===== src/rtl/comb_decimator.sv =====
// CIC comb section: decimates a wrapping accumulator stream by r, then applies
// s cascaded comb stages y[k] = x[k] - x[k-d] with modulo-2^n arithmetic.

module comb_decimator #(
  parameter int n = 17,
  parameter int s = 1,
  parameter int r = 4,
  parameter int d = 1
) (
  input  logic                clk,
  input  logic                clr,
  input  logic                ce,
  input  logic signed [n-1:0] in,
  output logic signed [n-1:0] out,
  output logic                ovalid,
  output logic                primed
);

  localparam int cw = (r > 1) ? $clog2(r) : 1;
  localparam int wd = s * d;
  localparam int ww = $clog2(wd + 1);

  generate
    if (n < 1) begin : g_bad_n
      $error("comb_decimator: n must be at least 1");
    end
    if ((s < 1) || (s > 8)) begin : g_bad_s
      $error("comb_decimator: s must be in 1..8");
    end
    if ((r < 1) || (r > 256)) begin : g_bad_r
      $error("comb_decimator: r must be in 1..256");
    end
    if ((d < 1) || (d > 4)) begin : g_bad_d
      $error("comb_decimator: d must be in 1..4");
    end
  endgenerate

  // Wrapping difference; the integrator upstream relies on this overflow.
  function automatic logic signed [n-1:0] mod_sub(input logic signed [n-1:0] a,
                                                  input logic signed [n-1:0] b);
    return a - b;
  endfunction

  logic [cw-1:0]       cnt_r;
  logic                cap_s;
  logic [s-1:0]        stb_s;
  logic [s-1:0]        pipe_r;
  logic signed [n-1:0] x_s     [s];
  logic signed [n-1:0] stage_r [s];
  logic signed [n-1:0] tap_r   [s][d];
  logic [ww-1:0]       wcnt_r;
  logic                primed_r;

  // Capture strobe: last enabled sample of each group of r.
  always_comb begin
    cap_s = 1'b0;
    if (ce && (cnt_r == cw'(r - 1))) begin
      cap_s = 1'b1;
    end else begin
      cap_s = 1'b0;
    end
  end

  // Decimation counter, frozen while ce is low.
  always_ff @(posedge clk or posedge clr) begin
    if (clr) begin
      cnt_r <= {cw{1'b0}};
    end else if (cap_s) begin
      cnt_r <= {cw{1'b0}};
    end else if (ce) begin
      cnt_r <= cnt_r + cw'(1);
    end
  end

  // Per-stage input data and strobes; stage k+1 runs one clk behind stage k.
  always_comb begin
    stb_s    = {s{1'b0}};
    stb_s[0] = cap_s;
    x_s[0]   = in;
    for (int k = 1; k < s; k++) begin
      stb_s[k] = pipe_r[k-1];
      x_s[k]   = stage_r[k-1];
    end
  end

  // Comb stages and strobe pipeline; data moves only on strobes.
  always_ff @(posedge clk or posedge clr) begin
    if (clr) begin
      pipe_r <= {s{1'b0}};
      for (int k = 0; k < s; k++) begin
        stage_r[k] <= {n{1'b0}};
        for (int j = 0; j < d; j++) begin
          tap_r[k][j] <= {n{1'b0}};
        end
      end
    end else begin
      pipe_r <= stb_s;
      for (int k = 0; k < s; k++) begin
        if (stb_s[k]) begin
          stage_r[k]  <= mod_sub(x_s[k], tap_r[k][d-1]);
          tap_r[k][0] <= x_s[k];
          for (int j = 1; j < d; j++) begin
            tap_r[k][j] <= tap_r[k][j-1];
          end
        end
      end
    end
  end

  // Warm-up: primed rises with the output emitted after s*d earlier ones.
  always_ff @(posedge clk or posedge clr) begin
    if (clr) begin
      wcnt_r   <= {ww{1'b0}};
      primed_r <= 1'b0;
    end else if (stb_s[s-1]) begin
      if (wcnt_r == ww'(wd)) begin
        primed_r <= 1'b1;
      end else begin
        wcnt_r <= wcnt_r + ww'(1);
      end
    end
  end

  assign out    = stage_r[s-1];
  assign ovalid = pipe_r[s-1];
  assign primed = primed_r;

  comb_decimator_chk u_chk (
    .clk    (clk),
    .clr    (clr),
    .ovalid (ovalid),
    .primed (primed)
  );

endmodule

// Property checks for comb_decimator output handshake.
module comb_decimator_chk (
  input logic clk,
  input logic clr,
  input logic ovalid,
  input logic primed
);

  ap_primed_sticky: assert property (@(posedge clk) disable iff (clr) primed |=> primed);
  ap_primed_rise:   assert property (@(posedge clk) disable iff (clr) $rose(primed) |-> ovalid);

endmodule

===== config.mk =====
export PLATFORM = sky130hd
export DESIGN_NAME = comb_decimator
export DESIGN_NICKNAME = d
export VERILOG_FILES = /design/src/rtl/comb_decimator.sv
export SDC_FILE = /design/constraint.sdc
export NUM_CORES = 1
export LEC_CHECK = 0
export ABC_AREA = 1
export CORE_AREA = 2 2 75 77
export DETAILED_ROUTE_END_ITERATION = 8
export DIE_AREA = 0 0 77 79
export PLACE_DENSITY = 0.75
export SLEW_MARGIN = 30
export SYNTH_ARGS = -nofsm -noshare
export SYNTH_HDL_FRONTEND = slang
export SYNTH_HIERARCHICAL = 1
export SYNTH_SLANG_ARGS = --single-unit

===== constraint.sdc =====
create_clock -name clk -period 1.7 [get_ports clk]
set_input_delay 0.255 -clock clk [delete_from_list [all_inputs] [get_ports clk]]
set_output_delay 0.255 -clock clk [all_outputs]
set_load 0.05 [all_outputs]

== After elaboration in Yosys (flattened, before gate mapping) ==
Index checks and enable logic that the tools add are counted.
W data, S select, Z words.
Storage, ports and cells
  flip-flop bits (word level): 39
  input bits: 20
  output and inout port bits: 19
Cells by class
  add/subtract/negate cells: 3
  equal/unequal tests: 1
  muxes and demuxes: 4
  reduce and logical (&&, ||, !) cells: 3
Operators with widths (count)
  $sub A17 B17 Y17: 1
  $mux W2: 2
  $add A2 B1 Y2 const B: 1
  $eq A2 B2 Y1 const B: 1
  $mux W1: 2
  $reduce_and A2 Y1: 1
  $reduce_bool A2 Y1: 1
  $add A1 B1 Y1 const B: 1
  $logic_and A1 B1 Y1: 1

== Logic depth before layout (Yosys ltp) ==
Gate-level depths: netlist of the first run.
  depth after elaboration: 4
  gate-level depth with buffers: 13
  mapped depth without buffers: 13

== Worst setup path before layout of the first run ==
Ideal clock, no wire load.
  kind: register to register
  from: register tap_r[0] (netlist name)
  to: register stage_r, in the netlist out[12]
  library setup time: 0.118 ns
  data arrival time: 1.521 ns
  required time: 1.582 ns
  slack: 0.061 ns
  cell stages (with the launch flop): 13
  path buffers: 0
  period minus slack after synthesis: 1.639 ns
  path through: dfrtp_1 -> ha_1 -> fa_1 -> inv_1 -> nand2_1 -> nand2_1 -> nand3_1 -> nand2_2 -> nand2_1 -> nand2_1 -> nand2_1 -> nand3_1 -> nand2_1
Between the ends
  longest elaborated chain between the ends: 1
RTL lines
  start: declaration: line 50  | logic signed [n-1:0] tap_r [s][d];
  start signal: indexed assignment: line 93  | tap_r[k][j] <= {n{1'b0}};
  start signal: indexed assignment: line 101  | tap_r[k][0] <= x_s[k];
  start signal: indexed assignment: line 103  | tap_r[k][j] <= tap_r[k][j-1];
  $sub A17 B17 Y17: line 41  | return a - b;
  end signal: indexed assignment: line 91  | stage_r[k] <= {n{1'b0}};
  end signal: indexed assignment: line 100  | stage_r[k] <= mod_sub(x_s[k], tap_r[k][d-1]);
  end: declaration: line 49  | logic signed [n-1:0] stage_r [s];
No other way between the ends.
A chain may end at the register's enable or synchronous reset.

== Worst setup path after layout of the first run ==
  from: register tap_r[0] (netlist name)
  to: register stage_r, in the netlist out[16]
Same word-level chain as after synthesis.

==> results.ini, run 1 <==
[sta]
relSlewSlack_pct = 79.8
tightest_slew_ns = 0.303
fin_ws_ns = 0.0531
rsz0062_at_grt = true
skew_ns = 0.00723
fmax_ghz = 0.607
final-hold-violation-count = 0
fin_crit_ns = 1.65
setup-violations-final = 0
fin_crit_sh_pct = 96.9
drv_slew = 0
setup_tns_ns = 0

[synth]
yosysWarnings = 6
ys_ff_latch = 39
synthTopCellsByArea = dfrtp_1 39%, nand2_1 22%, inv_1 11%, ha_1 8.5%, nand3_1 4.6%
syn-instance-count = 364
synth_flop_cell = dfrtp_1
ys_seq_area_share_pct = 39.2
ys_types = 22
yosysMostFrequentCell = nand2_1
avgSynthCellArea_um2 = 6.85
synth-async-reset-ratio_pct = 100
synth_top_area_share_pct = 39.2
synth_edf_count = 0
synth_commonest_cells = 147 x nand2_1, 71 x inv_1, 39 x dfrtp_1
yosysTopAreaCell = dfrtp_1
syn_area_um2 = 2490
syn-num-nets = 402

[setup_path]
path_common_cell = nand2_2
crit_path_end_kind = register
reg2reg_to = out[16]
path_buf_inv = 1
path_class = reg2reg
rr_startpoint = tap_r[0]
crit_chain = ha_2 > fa_2 > inv_2 > nand2_2 > nand2_2 > nand3_2 > nand2_4 > nand2_2 > nand2_2 > nand2_1 > nand3_1 > nand2_1
r2r_slack_ns = 0.05
arrival_ns = 1.84
start_kind = register
slowest_stage = dfrtp_1
r2r_cells = 12
slowest_delay_ns = 0.39
cpLargestDelayFamily = simple AND/OR/NAND/NOR gates
worst-path-max-fanout = 4
critPathRequiredTime_ns = 1.90

[floorplanning]
die_x_um = 77
start_util_pct = 46.7
rows = 27
die-area_um2 = 6080
dieHeight_um = 79
io_pins = 39
core_um2 = 5340

[hold_path]
hold_end = tap_r[5]
worstHoldStart = in[5]
hold_depth = 3
worst_hold_path_type = in2reg

[placement]
hpwl_um = 3670
pre_cts_slack_ns = -0.477
port_buffers = 38
placedCellCount = 481
place_congestion = 0.881

[route]
wl_per_cell_um = 10.6
vias = 2267
avgViaCountPerCell = 4.62
wl_um = 5190
drtIter0Drc = 94
post-route-drc-count = 0
ant_nets = 0
drt_pass1_iterations = 4

[clocking]
clockBufferDepth = 2
h-tree-depth = 2
cts_buffers = 5
cts_root_buffer = clkbuf_8
cts_tree = built
clkSlewWorstSetupHoldPaths_ns = 0.08
numClockSinks = 39
clkLatencyLatePin_ns = 0.30

[pwr]
p_leak_nw = 1.84
powerDensity_nw_per_um2 = 1930
p_total_w = 0.00640
peakVddDrop_mv = 1.01

[grt]
grt_pass1_wl_um = 8980
grt_usage_pct = 18.5
antenna_found_initial = 0
overflow = 0
grt_max_degree = 43
grt_pass1_vias = 2048

[finish]
final_cells = 491
synthToLayoutAreaGrowth_pct = 33.3
drive_above_1_share_pct = 17.2
n_fill_cell = 502
nets = 456
final_util_pct = 62.2
antenna_cells = 0

[outcome]
outcome = finished clean

[run]
max_cap_viol_count = 0

## metrics by stage
stage | hold slack (ns) | instance area, um2
after floorplan | 0.351 | 2490
after global placement | 0.433 | 3010
after detailed placement | 0.443 | 3010
after CTS | 0.307 | 3170
after global routing | 0.305 | 3320
final | 0.278 | 3320
## state kept, by name (all words and copies together) (netlist names)
| name | cells |
|---|---|
| cnt_r | 2 |
| out | 17 |
| ovalid | 1 |
| primed | 1 |
| tap_r | 17 |
| wcnt_r | 1 |
## layer usage
| metal | vias up | part of all wire (%) | GRT usage, % |
|---|---|---|---|
| li1 | 1211 | - | - |
| met2 | 48 | 45 | 29.0 |
| met1 | 1001 | 49 | 25.6 |
| met3 | 7 | 4.1 | 3.64 |
| met4 | 0 | 1.5 | 6.43 |
| met5 | - | 0 | 0 |
## placed cells by master (no fill, tap or decap), types with 3 or more instances in the layout
cell,synthesis,layout
dfrtp_1,39,39
clkbuf_8,0,5
a21oi_1,9,7
nor3_1,4,4
nor2_1,10,10
nand2_1,147,139
ha_4,0,8
nand2_2,2,9
o21ai_0,22,22
inv_1,71,69
clkdlybuf4s50_1,0,16
nand3_2,0,3
ha_1,17,7
nand3_1,23,20
buf_4,1,33
## worst reg2reg max path: stages (launching register included)
cell,delay (ns)
dfrtp_1,0.39
ha_2,0.19
fa_2,0.35
inv_2,0.07
nand2_2,0.05
nand2_2,0.06
nand3_2,0.08
nand2_4,0.10
nand2_2,0.06
nand2_2,0.05
nand2_1,0.04
nand3_1,0.06
nand2_1,0.05
## layout make-up
class / instances / area [um2] / area share [%]
inverter: 71 / 267 / 8.02
multi-input combinational: 247 / 1370 / 41.3
sequential: 39 / 976 / 29.4
timing repair buffer: 54 / 482 / 14.5
clock buffer: 5 / 68.8 / 2.07
tap: 72 / 90.1 / 2.71
clock inverter: 3 / 67.6 / 2.03
## report_power, final
part,internal (W),total (W),switching (W)
logic,0.00151,0.00393,0.00242
registers,0.00133,0.00152,0.000190
clock network,0.000586,0.000940,0.000354
## worst max-delay path by stage
stage	slack [ns]	to	startpoint	cells after the start
floorplan	0.06	out[12]	tap_r[0]	12
finish	0.05	out[16]	tap_r[0]	12
global placement	-0.43	out[16]	in[0]	14
CTS	-0.02	out[16]	tap_r[0]	12
global route	-0.06	out[12]	tap_r[0]	12
detailed placement	-0.48	out[16]	in[0]	14
## logic make-up after synthesis
group | share of synthesized area [%]
xor+xnor | 1.05
buf+inv | 12.0
compound gates | 6.53
fa+ha+maj | 9.34
simple gates | 31.4
mux | 0.452
flops | 39.2
## repair_timing
item,CTS,global route
pin swaps,3,4
gates resized for setup,7,23
setup endpoints to repair,7,13
setup buffers,1,1
hold buffers,0,0
Note: power is estimated with default switching activity, not from simulation.
==> inputs of run 2 (changes only) <==
Settings changed: CTS_CLUSTER_SIZE from default to 30, SLEW_MARGIN 30 to default.
==> results of run 2 <==
Same layout as run 1: the final DEF is identical, and so are final timing and power.
==> patch, RTL diff (config.mk and constraints of run 2) <==
The parameter `r` goes from 4 to 8.
--- a/src/rtl/comb_decimator.sv
+++ b/src/rtl/comb_decimator.sv
@@ -4,7 +4,7 @@
 module comb_decimator #(
   parameter int n = 17,
   parameter int s = 1,
-  parameter int r = 4,
+  parameter int r = 8,
   parameter int d = 1
 ) (
   input  logic                clk,
Behaviour: not the same (Yosys sat finds a counterexample within 10 cycles, from zero or initial values).
==> patch against run 2 <==
  * The flow now finishes with violations (negative setup slack)
  * Worst setup slack lost 0.061 ns
  * Synthesized area increased by 2.6%
  * Sequential power is 4% higher
  * Final area up 4.7%
  * Non-clock buffer count up 9
  * Sequential cell count up 1
  * Power up 1.8%
  * Wire length is 11% higher
  * Highest routed layer unchanged
==> patch: results (changes against run 2) <==
INFO  metric layout-drive-gt1-share = 21.0% (was 17.2%)
INFO  metric violations = negative setup slack
INFO  metric finalSetupViolations = 1 (was 0)
INFO  metric grt_util_met3 = 3.52% (was 3.64%)
INFO  metric drtIter0Drc = 102 (was 94)
INFO  metric avgViaCountPerCell = 4.67 (was 4.62)
INFO  metric syn-mean-instance-area = 6.93 um^2 (was 6.85 um^2)
INFO  metric hold_path_startpoint = in[7] (was in[5])
INFO  metric synth_xor_xnor_area_share = 1.03% (was 1.05%)
INFO  metric dpl.cell_count = 494 (was 481)
INFO  metric synth.top_cells.by_area = dfrtp_1 39%, nand2_1 22%, inv_1 10% (was dfrtp_1 39%, nand2_1 22%, inv_1 11%)
INFO  metric post_drt_wl_per_cell = 11.4 um (was 10.6 um)
INFO  metric mappedNetlistNets = 408 (was 402)
INFO  metric power.switching = 3.10 mW (was 2.97 mW)
INFO  metric grt.met2_usage = 32.2% (was 29.0%)
INFO  metric tightest_slew = 0.228 ns (was 0.303 ns)
INFO  metric synth_fa_ha_area_share = 9.59% (was 9.34%)
INFO  metric timing.reg2reg.setup_slack = -0.007 ns (was 0.05 ns)
INFO  metric grt_first_pass_wirelength = 9.46 mm (was 8.98 mm)
INFO  metric non_filler_cells_in_the_finished_layout = 505 (was 491)
INFO  metric layout_setup_ws = -0.00736 ns (was 0.0531 ns)
INFO  metric cellLeakagePower = 1.92 nW (was 1.84 nW)
INFO  metric finish.net_count = 471 (was 456)
INFO  metric hpwl_dp = 4.14 mm (was 3.67 mm)
INFO  metric global_route.usage.met1 = 26.2% (was 25.6%)
INFO  metric outcome = finished with violations (was completed)
INFO  metric yosysUniqueCellTypes = 23 (was 22)
INFO  metric worst_hold_path.endpoint = tap_r[7] (was tap_r[5])
INFO  metric number_of_global_route_vias_before_repair = 2,210 (was 2,048)
INFO  metric synthesized_area_fraction_occupied_by_ao_oa_aoi_and_oai_cells = 6.75% (was 6.53%)
INFO  metric power.ir.vdd_worst = 928 uV (was 1010 uV)
INFO  metric netlist_top_cells_count = 147 x nand2_1, 71 x inv_1, 40 x dfrtp_1 (was 147 x nand2_1, 71 x inv_1, 39 x dfrtp_1)
INFO  metric fin_skew = 0.00607 ns (was 0.00723 ns)
INFO  metric seq_area_frac_synth = 39.2% (about the same)
INFO  metric power.clock.fraction = 10.1% (was 14.7%)
INFO  metric routabilityCongestion = 0.833 (was 0.881)
INFO  metric grt_usage = 19.2% (was 18.5%)
INFO  metric critPathArrivalTime = 1.90 ns (was 1.84 ns)
[patch: cell types whose count changed after synthesis]
cell / before / now
buf_2: 3 / 5
nand3_1: 23 / 21
or2_1: 1 / 0
nand3_2: 0 / 2
a21oi_1: 9 / 11
clkbuf_1: 3 / 1
ha_1: 17 / 18
or2_0: 2 / 3
inv_2: 0 / 1
dfrtp_1: 39 / 40
[patch: timing repair]
| action | in CTS | in global routing |
|---|---|---|
| pin swaps | 6 | 8 |
| hold buffers | 0 | 0 |
| endpoints found under the setup margin | 7 | 11 |
| setup buffers | 1 | 2 |
| resized for setup | 10 | 32 |
[patch: critical path, stage by stage, from the launching register on]
cell and delay [ns]:
dfrtp_1 0.41, ha_4 0.18, fa_2 0.34, inv_2 0.07
nand2_2 0.06, nand2_2 0.08, nand3_2 0.09, nand2_4 0.09
nand2_2 0.05, nand2_1 0.06, nand2_1 0.07, nand3_2 0.05
nand2_1 0.04
[patch: final cells by class]
cell class              count  area [um^2]
clock buffers               6         82.6
multi-input cells         250         1470
fillers                   501         1860
flip-flops and latches     40         1000
well taps                  72         90.1
clock inverters             2         10.0
repair buffers             63          554
inverters                  72          270
[patch: metrics by stage]
step	setup slack (ns)	hold WS [ns]	total power, mW	area (um^2)	setup TNS [ns]
finish	-0.00736	0.286	6.51	3480	-0.00736
CTS	-0.0189	0.316	6.08	3260	-0.0270
floorplan	0.0629	0.345	4.16	2560	0
global route	-0.113	0.299	7.10	3480	-0.375
global placement	-0.426	0.434	5.25	3130	-3.76
detailed placement	-0.479	0.441	5.33	3130	-4.15
[patch: per-layer routing]
| layer | part of all wire (%) | vias to the layer above |
|---|---|---|
| met5 | 0 | - |
| met4 | 1.3 | 0 |
| met3 | 3.9 | 7 |
| met2 | 47 | 40 |
| met1 | 48 | 1068 |
| li1 | - | 1244 |
